===== config.mk =====
export PLATFORM = sky130hd
export DESIGN_NAME = id_ex_stage
export DESIGN_NICKNAME = d
export VERILOG_FILES = /design/src/rtl/id_ex_stage.sv
export SDC_FILE = /design/constraint.sdc
export NUM_CORES = 1
export LEC_CHECK = 0
export CAP_MARGIN = 15
export CELL_PAD_IN_SITES_DETAIL_PLACEMENT = 0
export CELL_PAD_IN_SITES_GLOBAL_PLACEMENT = 2
export CORE_ASPECT_RATIO = 1.5
export CORE_UTILIZATION = 26
export CTS_CLUSTER_SIZE = 28
export DETAILED_ROUTE_END_ITERATION = 12
export GPL_TIMING_DRIVEN = 1
export PLACE_DENSITY = 0.91
export SLEW_MARGIN = 30
export SYNTH_ARGS = -nofsm -noshare
export SYNTH_HDL_FRONTEND = slang
export SYNTH_SLANG_ARGS = --single-unit

===== constraint.sdc =====
create_clock -name clock -period 9.5 [get_ports clock]
set_clock_uncertainty 0.2 [all_clocks]
set_input_delay 2.85 -clock clock [delete_from_list [all_inputs] [get_ports clock]]
set_output_delay 2.85 -clock clock [all_outputs]
set_load 0.01 [all_outputs]

===== src/rtl/id_ex_stage.sv =====
// id_ex_stage: decode-to-execute pipeline register with MEM/WB operand forwarding,
// load-use hazard detection and ALU operand selection behind a valid/ready handshake.
// Optional build macro ID_EX_PERF_COUNTERS_EN adds the stall_count and bubble_count outputs.
module id_ex_stage #(
    parameter int DATA_WIDTH     = 32,
    parameter int REG_ADDR_WIDTH = 5,
    parameter int CTRL_WIDTH     = 6
) (
    input  logic                      clock,
    input  logic                      reset,
    input  logic                      in_valid,
    output logic                      in_ready,
    input  logic [DATA_WIDTH-1:0]     in_pc,
    input  logic [DATA_WIDTH-1:0]     in_rs1_data,
    input  logic [DATA_WIDTH-1:0]     in_rs2_data,
    input  logic [DATA_WIDTH-1:0]     in_imm,
    input  logic [REG_ADDR_WIDTH-1:0] in_rs1,
    input  logic [REG_ADDR_WIDTH-1:0] in_rs2,
    input  logic [REG_ADDR_WIDTH-1:0] in_rd,
    input  logic [CTRL_WIDTH-1:0]     in_alu_control,
    input  logic                      in_branch_op,
    input  logic [1:0]                in_a_sel,
    input  logic [1:0]                in_b_sel,
    input  logic                      in_reg_write,
    input  logic                      in_mem_read,
    input  logic                      in_mem_write,
    input  logic                      flush,
    input  logic                      fwd_mem_valid,
    input  logic                      fwd_mem_is_load,
    input  logic [REG_ADDR_WIDTH-1:0] fwd_mem_rd,
    input  logic [DATA_WIDTH-1:0]     fwd_mem_data,
    input  logic                      fwd_wb_valid,
    input  logic [REG_ADDR_WIDTH-1:0] fwd_wb_rd,
    input  logic [DATA_WIDTH-1:0]     fwd_wb_data,
    output logic                      out_valid,
    input  logic                      out_ready,
    output logic [DATA_WIDTH-1:0]     operand_A,
    output logic [DATA_WIDTH-1:0]     operand_B,
    output logic [CTRL_WIDTH-1:0]     ALU_Control,
    output logic                      branch_op,
    output logic [DATA_WIDTH-1:0]     out_store_data,
    output logic [DATA_WIDTH-1:0]     out_pc,
    output logic [REG_ADDR_WIDTH-1:0] out_rd,
    output logic                      out_reg_write,
    output logic                      out_mem_read,
    output logic                      out_mem_write,
    output logic                      load_use_stall
`ifdef ID_EX_PERF_COUNTERS_EN
    ,
    output logic [31:0]               stall_count,
    output logic [31:0]               bubble_count
`endif
);
    logic                      held_valid_q, held_valid_d;
    logic [DATA_WIDTH-1:0]     pc_q, pc_d, imm_q, imm_d;
    logic [DATA_WIDTH-1:0]     rs1_data_q, rs1_data_d, rs2_data_q, rs2_data_d;
    logic [REG_ADDR_WIDTH-1:0] rs1_q, rs1_d, rs2_q, rs2_d, rd_q, rd_d;
    logic [CTRL_WIDTH-1:0]     alu_control_q, alu_control_d;
    logic [1:0]                a_sel_q, a_sel_d, b_sel_q, b_sel_d;
    logic                      branch_op_q, branch_op_d, reg_write_q, reg_write_d;
    logic                      mem_read_q, mem_read_d, mem_write_q, mem_write_d;
    logic [DATA_WIDTH-1:0]     rs1_fwd, rs2_fwd;
    logic                      rs1_used, rs2_used, consume, capture;

    // Register 0 reads as zero; a MEM load has no data yet so only WB can supply it
    function automatic logic [DATA_WIDTH-1:0] forward(input logic [REG_ADDR_WIDTH-1:0] src,
                                                      input logic [DATA_WIDTH-1:0]     rf);
        return (src == '0) ? '0 :
               (fwd_mem_valid && !fwd_mem_is_load && fwd_mem_rd == src) ? fwd_mem_data :
               (fwd_wb_valid && fwd_wb_rd == src) ? fwd_wb_data : rf;
    endfunction

    // Live forwarding onto the held entry, hazard detection, handshake and operand muxing
    always_comb begin
        rs1_fwd        = forward(rs1_q, rs1_data_q);
        rs2_fwd        = forward(rs2_q, rs2_data_q);
        rs1_used       = a_sel_q == 2'd0;
        rs2_used       = b_sel_q == 2'd0 || mem_write_q;
        load_use_stall = held_valid_q && fwd_mem_valid && fwd_mem_is_load && fwd_mem_rd != '0 &&
                         ((rs1_used && fwd_mem_rd == rs1_q) || (rs2_used && fwd_mem_rd == rs2_q));
        out_valid      = held_valid_q && !load_use_stall;
        in_ready       = !held_valid_q || (out_ready && !load_use_stall);
        consume        = out_valid && out_ready;
        capture        = in_valid && in_ready && !flush;
        operand_A      = a_sel_q == 2'd0 ? rs1_fwd : a_sel_q == 2'd1 ? pc_q : '0;
        operand_B      = b_sel_q == 2'd0 ? rs2_fwd : b_sel_q == 2'd1 ? imm_q :
                         b_sel_q == 2'd2 ? DATA_WIDTH'(4) : '0;
        out_store_data = rs2_fwd;
    end

    // Next state: flush beats capture beats hold; held operands absorb forwarded results each cycle
    always_comb begin
        held_valid_d  = flush ? 1'b0 : capture ? 1'b1 : consume ? 1'b0 : held_valid_q;
        pc_d          = capture ? in_pc : pc_q;
        imm_d         = capture ? in_imm : imm_q;
        rs1_d         = capture ? in_rs1 : rs1_q;
        rs2_d         = capture ? in_rs2 : rs2_q;
        rd_d          = capture ? in_rd : rd_q;
        rs1_data_d    = capture ? forward(in_rs1, in_rs1_data) : rs1_fwd;
        rs2_data_d    = capture ? forward(in_rs2, in_rs2_data) : rs2_fwd;
        alu_control_d = capture ? in_alu_control : alu_control_q;
        a_sel_d       = capture ? in_a_sel : a_sel_q;
        b_sel_d       = capture ? in_b_sel : b_sel_q;
        branch_op_d   = capture ? in_branch_op : branch_op_q;
        reg_write_d   = capture ? in_reg_write : reg_write_q;
        mem_read_d    = capture ? in_mem_read : mem_read_q;
        mem_write_d   = capture ? in_mem_write : mem_write_q;
    end

    // Stage register with synchronous active-low reset that also drops any held instruction
    always_ff @(posedge clock) begin
        if (!reset) begin
            held_valid_q  <= 1'b0;
            pc_q          <= '0;
            imm_q         <= '0;
            rs1_q         <= '0;
            rs2_q         <= '0;
            rd_q          <= '0;
            rs1_data_q    <= '0;
            rs2_data_q    <= '0;
            alu_control_q <= '0;
            a_sel_q       <= '0;
            b_sel_q       <= '0;
            branch_op_q   <= 1'b0;
            reg_write_q   <= 1'b0;
            mem_read_q    <= 1'b0;
            mem_write_q   <= 1'b0;
        end else begin
            held_valid_q  <= held_valid_d;
            pc_q          <= pc_d;
            imm_q         <= imm_d;
            rs1_q         <= rs1_d;
            rs2_q         <= rs2_d;
            rd_q          <= rd_d;
            rs1_data_q    <= rs1_data_d;
            rs2_data_q    <= rs2_data_d;
            alu_control_q <= alu_control_d;
            a_sel_q       <= a_sel_d;
            b_sel_q       <= b_sel_d;
            branch_op_q   <= branch_op_d;
            reg_write_q   <= reg_write_d;
            mem_read_q    <= mem_read_d;
            mem_write_q   <= mem_write_d;
        end
    end

    assign ALU_Control   = alu_control_q;
    assign branch_op     = branch_op_q;
    assign out_pc        = pc_q;
    assign out_rd        = rd_q;
    assign out_reg_write = reg_write_q;
    assign out_mem_read  = mem_read_q;
    assign out_mem_write = mem_write_q;

`ifdef ID_EX_PERF_COUNTERS_EN
    logic [31:0] stall_count_q, stall_count_d, bubble_count_q, bubble_count_d;

    // Backpressure and hazard-bubble cycle counts, wrapping at 2^32
    always_comb begin
        stall_count_d  = stall_count_q + 32'(held_valid_q && !out_ready && !load_use_stall);
        bubble_count_d = bubble_count_q + 32'(load_use_stall);
    end

    // Counters clear only on reset
    always_ff @(posedge clock) begin
        if (!reset) begin
            stall_count_q  <= '0;
            bubble_count_q <= '0;
        end else begin
            stall_count_q  <= stall_count_d;
            bubble_count_q <= bubble_count_d;
        end
    end

    assign stall_count  = stall_count_q;
    assign bubble_count = bubble_count_q;
`endif
endmodule


==> metrics.txt <==
slew margin rel.=0.3456; # rows=90; largest net degree at the start of global routing=around 130; die height=approximately 250 um; Post-synth top flop=dfxtp_1; status=completed; Reg2Reg Capture Point=b_sel_q[0]; initial antenna violation count=6; Tmin final=between 9 and 10 ns; crit start category=input port; syn_area_per_cell=7.134 um^2; CTS clk-pin slew, worst paths=~0.06 ns; die area=between 40000 and 50000 um^2; CP max-delay cell=a31oi_1; worst slack, placed=about 0.49 ns; cts repair resizes=0; H-tree Lvls=4; Post-Syn Area=between 10000 and 15000 um^2; Final Max Tran Viols=0; setup TNS=0 ns; CTS Hold Bufs=0; worst-margin pin slew=0.9816 ns; Peak Freq=0.1109 GHz; GRT Residual Overflow=0; reg2reg setup slack=5.66 ns; post-DP HPWL=about 37000 um; wire per inst=roughly 23 um; vias per cell=between 5 and 6; initial DRC count=around 900; ratio of cells with drive above 1 in the final layout=0.05405; Worst-Skew Late Latency=between 0.4 and 0.5 ns; Synth cell types=32; RSZ-0062 raised after global routing=false; CTS Buf Count=17; vias in the first global route=approximately 12000; Area contributors post-synth=dfxtp_1 (30%), nand2_1 (14%), a21boi_0 (7.6%); first-pass GRT wire length=79190 um; synthesis-to-finish area growth=45.72%; Mapped Nets=about 1700; CP peak stage delay=a little over 0.6 ns; cells after synthesis=around 1500; IO Pins=~390; number of flops mapped to enable cells by yosys=0; hold depth=2; Max VDD drop=around 0.094 mV; WHS Endpoint=imm_q[20]; YS warnings=0; element type at the critical path end=primary output; nets@finish=between 2000 and 2500; placeable core area=between 40000 and 50000 um^2; Die Width=~170 um; Pleak=5.088 nW; Critical Path RT=around 6.5 ns; crit path cell chain=clkdlybuf4s50_1 > buf_4 > xnor2_1 > nand3_2 > or2_2 > a31oi_1 > mux2i_1 > nor2_1 > clkdlybuf4s50_1; Hold Path Origin=imm_q[20]; Max-cap violations=0; R2R Path Start=rs1_q[1]; async set-reset flop share out of synthesis=0; worst reg2reg path depth=8; Clock Tree Buf Depth=2; final setup violation count=0; CTS tree=built; drt first pass iters=5; crit path kind=in -> out; Detail Route Antenna Nets=0; DRT Wirelength=around 53000 um; register area share after synthesis=0.2982; setup ws final=between 0.4 and 0.5 ns; CTS Root Cell=clkbuf_16; I/O Buffers=between 300 and 400; Fillers=slightly above 4000; area share of the largest cell type after synthesis=0.2982; gpl congestion=~0.9; final worst-path cycle share=0.9491; crit path DAT=a little under 6 ns; via count=about 12000; Hold Path Class=reg -> reg; GRT Util Overall=0.2526; Power Density=around 120 nW/um^2; Most Frequent Cell on Critical Path=clkdlybuf4s50_1; final hold vios=0; Hold Slack=approximately 0.26 ns; drt drc=0; Starting Density=0.2639; #FFs+latches synth=around 160; dominant cell type by area after synthesis=dfxtp_1; clock sink count=between 150 and 200; post-CTS setup buffers=0; CP Max Fanout=32
-- area by class of cell --
type / instances / area [um^2] / area share
Clock inverter: 10 / 112.6 / 0.007285
Sequential cell: 158 / 3168 / 0.2050
Clock buffer: 22 / 464.2 / 0.03003
Timing Repair Buffer: 425 / 4222 / 0.2731
Inverter: 2 / 7.507 / 0.0004857
Tap cell: 506 / 633.1 / 0.04096
Multi-Input combinational cell: 1159 / 6838 / 0.4424
Antenna cell: 5 / 12.51 / 0.0008095
-- cell usage after synthesis, drive strengths merged, types with 10 or more instances --
cell    number
a21boi     157
xor2        10
a311o       64
dfxtp      158
clkbuf     141
mux2i       63
or3         30
buf         27
nor2        73
nand4       38
o21ai      129
xnor2       32
nand2      403
o31ai       64
a31oi       64
-- cell families after synthesis --
logic type             Yosys count  share of synthesized area
buffers and inverters          170                    0.06523
flip-flops                     158                     0.2982
XOR/XNOR                        42                    0.03468
AO/OA/AOI/OAI                  481                     0.3175
multiplexers                    63                    0.05945
AND/OR/NAND/NOR                573                     0.2249
-- critical path, delay by kind of cell --
| kind | cells | cell delay, ns |
|---|---|---|
| and+or+nand+nor | 3 | 0.84 |
| muxes | 1 | 0.16 |
| xor gates and xnor gates | 1 | 0.25 |
| buffers and inverters | 3 | 1.24 |
| AOI/OAI and AO/OA | 1 | 0.61 |
-- flip-flops by register name, summed over array words and instances, names as in the netlist --
register,cells
imm_q,32
out_pc,32
rs1_data_q,32
rs2_data_q,32
ALU_Control,6
out_rd,5
rs1_q,5
rs2_q,5
a_sel_q,2
b_sel_q,2
branch_op,1
held_valid_q,1
out_mem_read,1
out_mem_write,1
out_reg_write,1
-- stage by stage --
stage	cell area (um^2)	utilization	std cells	power [mW]
after CTS	15420	0.3835	2281	1.921
after floorplan	10610	-	1487	0.9371
after detailed placement	14840	0.3692	2249	1.198
after global placement	14810	0.3685	2248	1.193
final	15460	0.3845	2287	1.905
after global routing	15460	0.3845	2287	1.983
-- routing by layer --
| metal | GRT usage | up-vias | wire length (um) |
|---|---|---|---|
| met3 | 0.04044 | 100 | 2571 |
| met1 | 0.2695 | 6064 | 19700 |
| met4 | 0.1233 | 0 | 2254 |
| li1 | - | 5826 | - |
| met2 | 0.4762 | 501 | 28850 |
| met5 | 0 | - | 0 |
-- how the worst max path moves through the flow --
| stage | end | from | slack, ns | cells past startpoint |
|---|---|---|---|---|
| after floorplan | operand_B[10] | fwd_wb_rd[1] | 1.74 | 9 |
| after global placement | operand_B[30] | fwd_wb_rd[1] | 0.58 | 9 |
| after detailed placement | operand_B[30] | fwd_mem_rd[2] | 0.49 | 9 |
| after CTS | operand_B[30] | fwd_mem_rd[2] | 0.49 | 9 |
| after global routing | operand_B[30] | fwd_mem_rd[2] | 0.32 | 9 |
| final | operand_B[30] | fwd_mem_rd[2] | 0.48 | 9 |
-- where the power goes --
| part | internal [mW] | switching [mW] |
|---|---|---|
| Sequential | 0.692 | 0.0189 |
| Combinational | 0.222 | 0.252 |
| Clock | 0.401 | 0.319 |
| Total | 1.31 | 0.590 |
-- cell usage in the layout, fill, tap and decap left out, types with 3 or more instances in the layout --
cell and n:
xor2_1 8, xnor2_1 30, dfxtp_1 154, diode_2 5, buf_4 37, or2_2 6, nand4_1 38, mux2i_1 63
a311o_1 64, clkinv_2 4, clkdlybuf4s50_1 382, a21boi_1 49, nand3_2 6, nor4_1 3, dfxtp_2 4, clkbuf_1 3
nand2_1 403, a21boi_0 108, a31oi_1 64, o21ai_0 128, buf_12 3, clkbuf_16 17, nor3_1 6, or3_1 30
o31ai_1 64, nor2_1 71
Note: power is estimated with default switching activity, not from simulation.
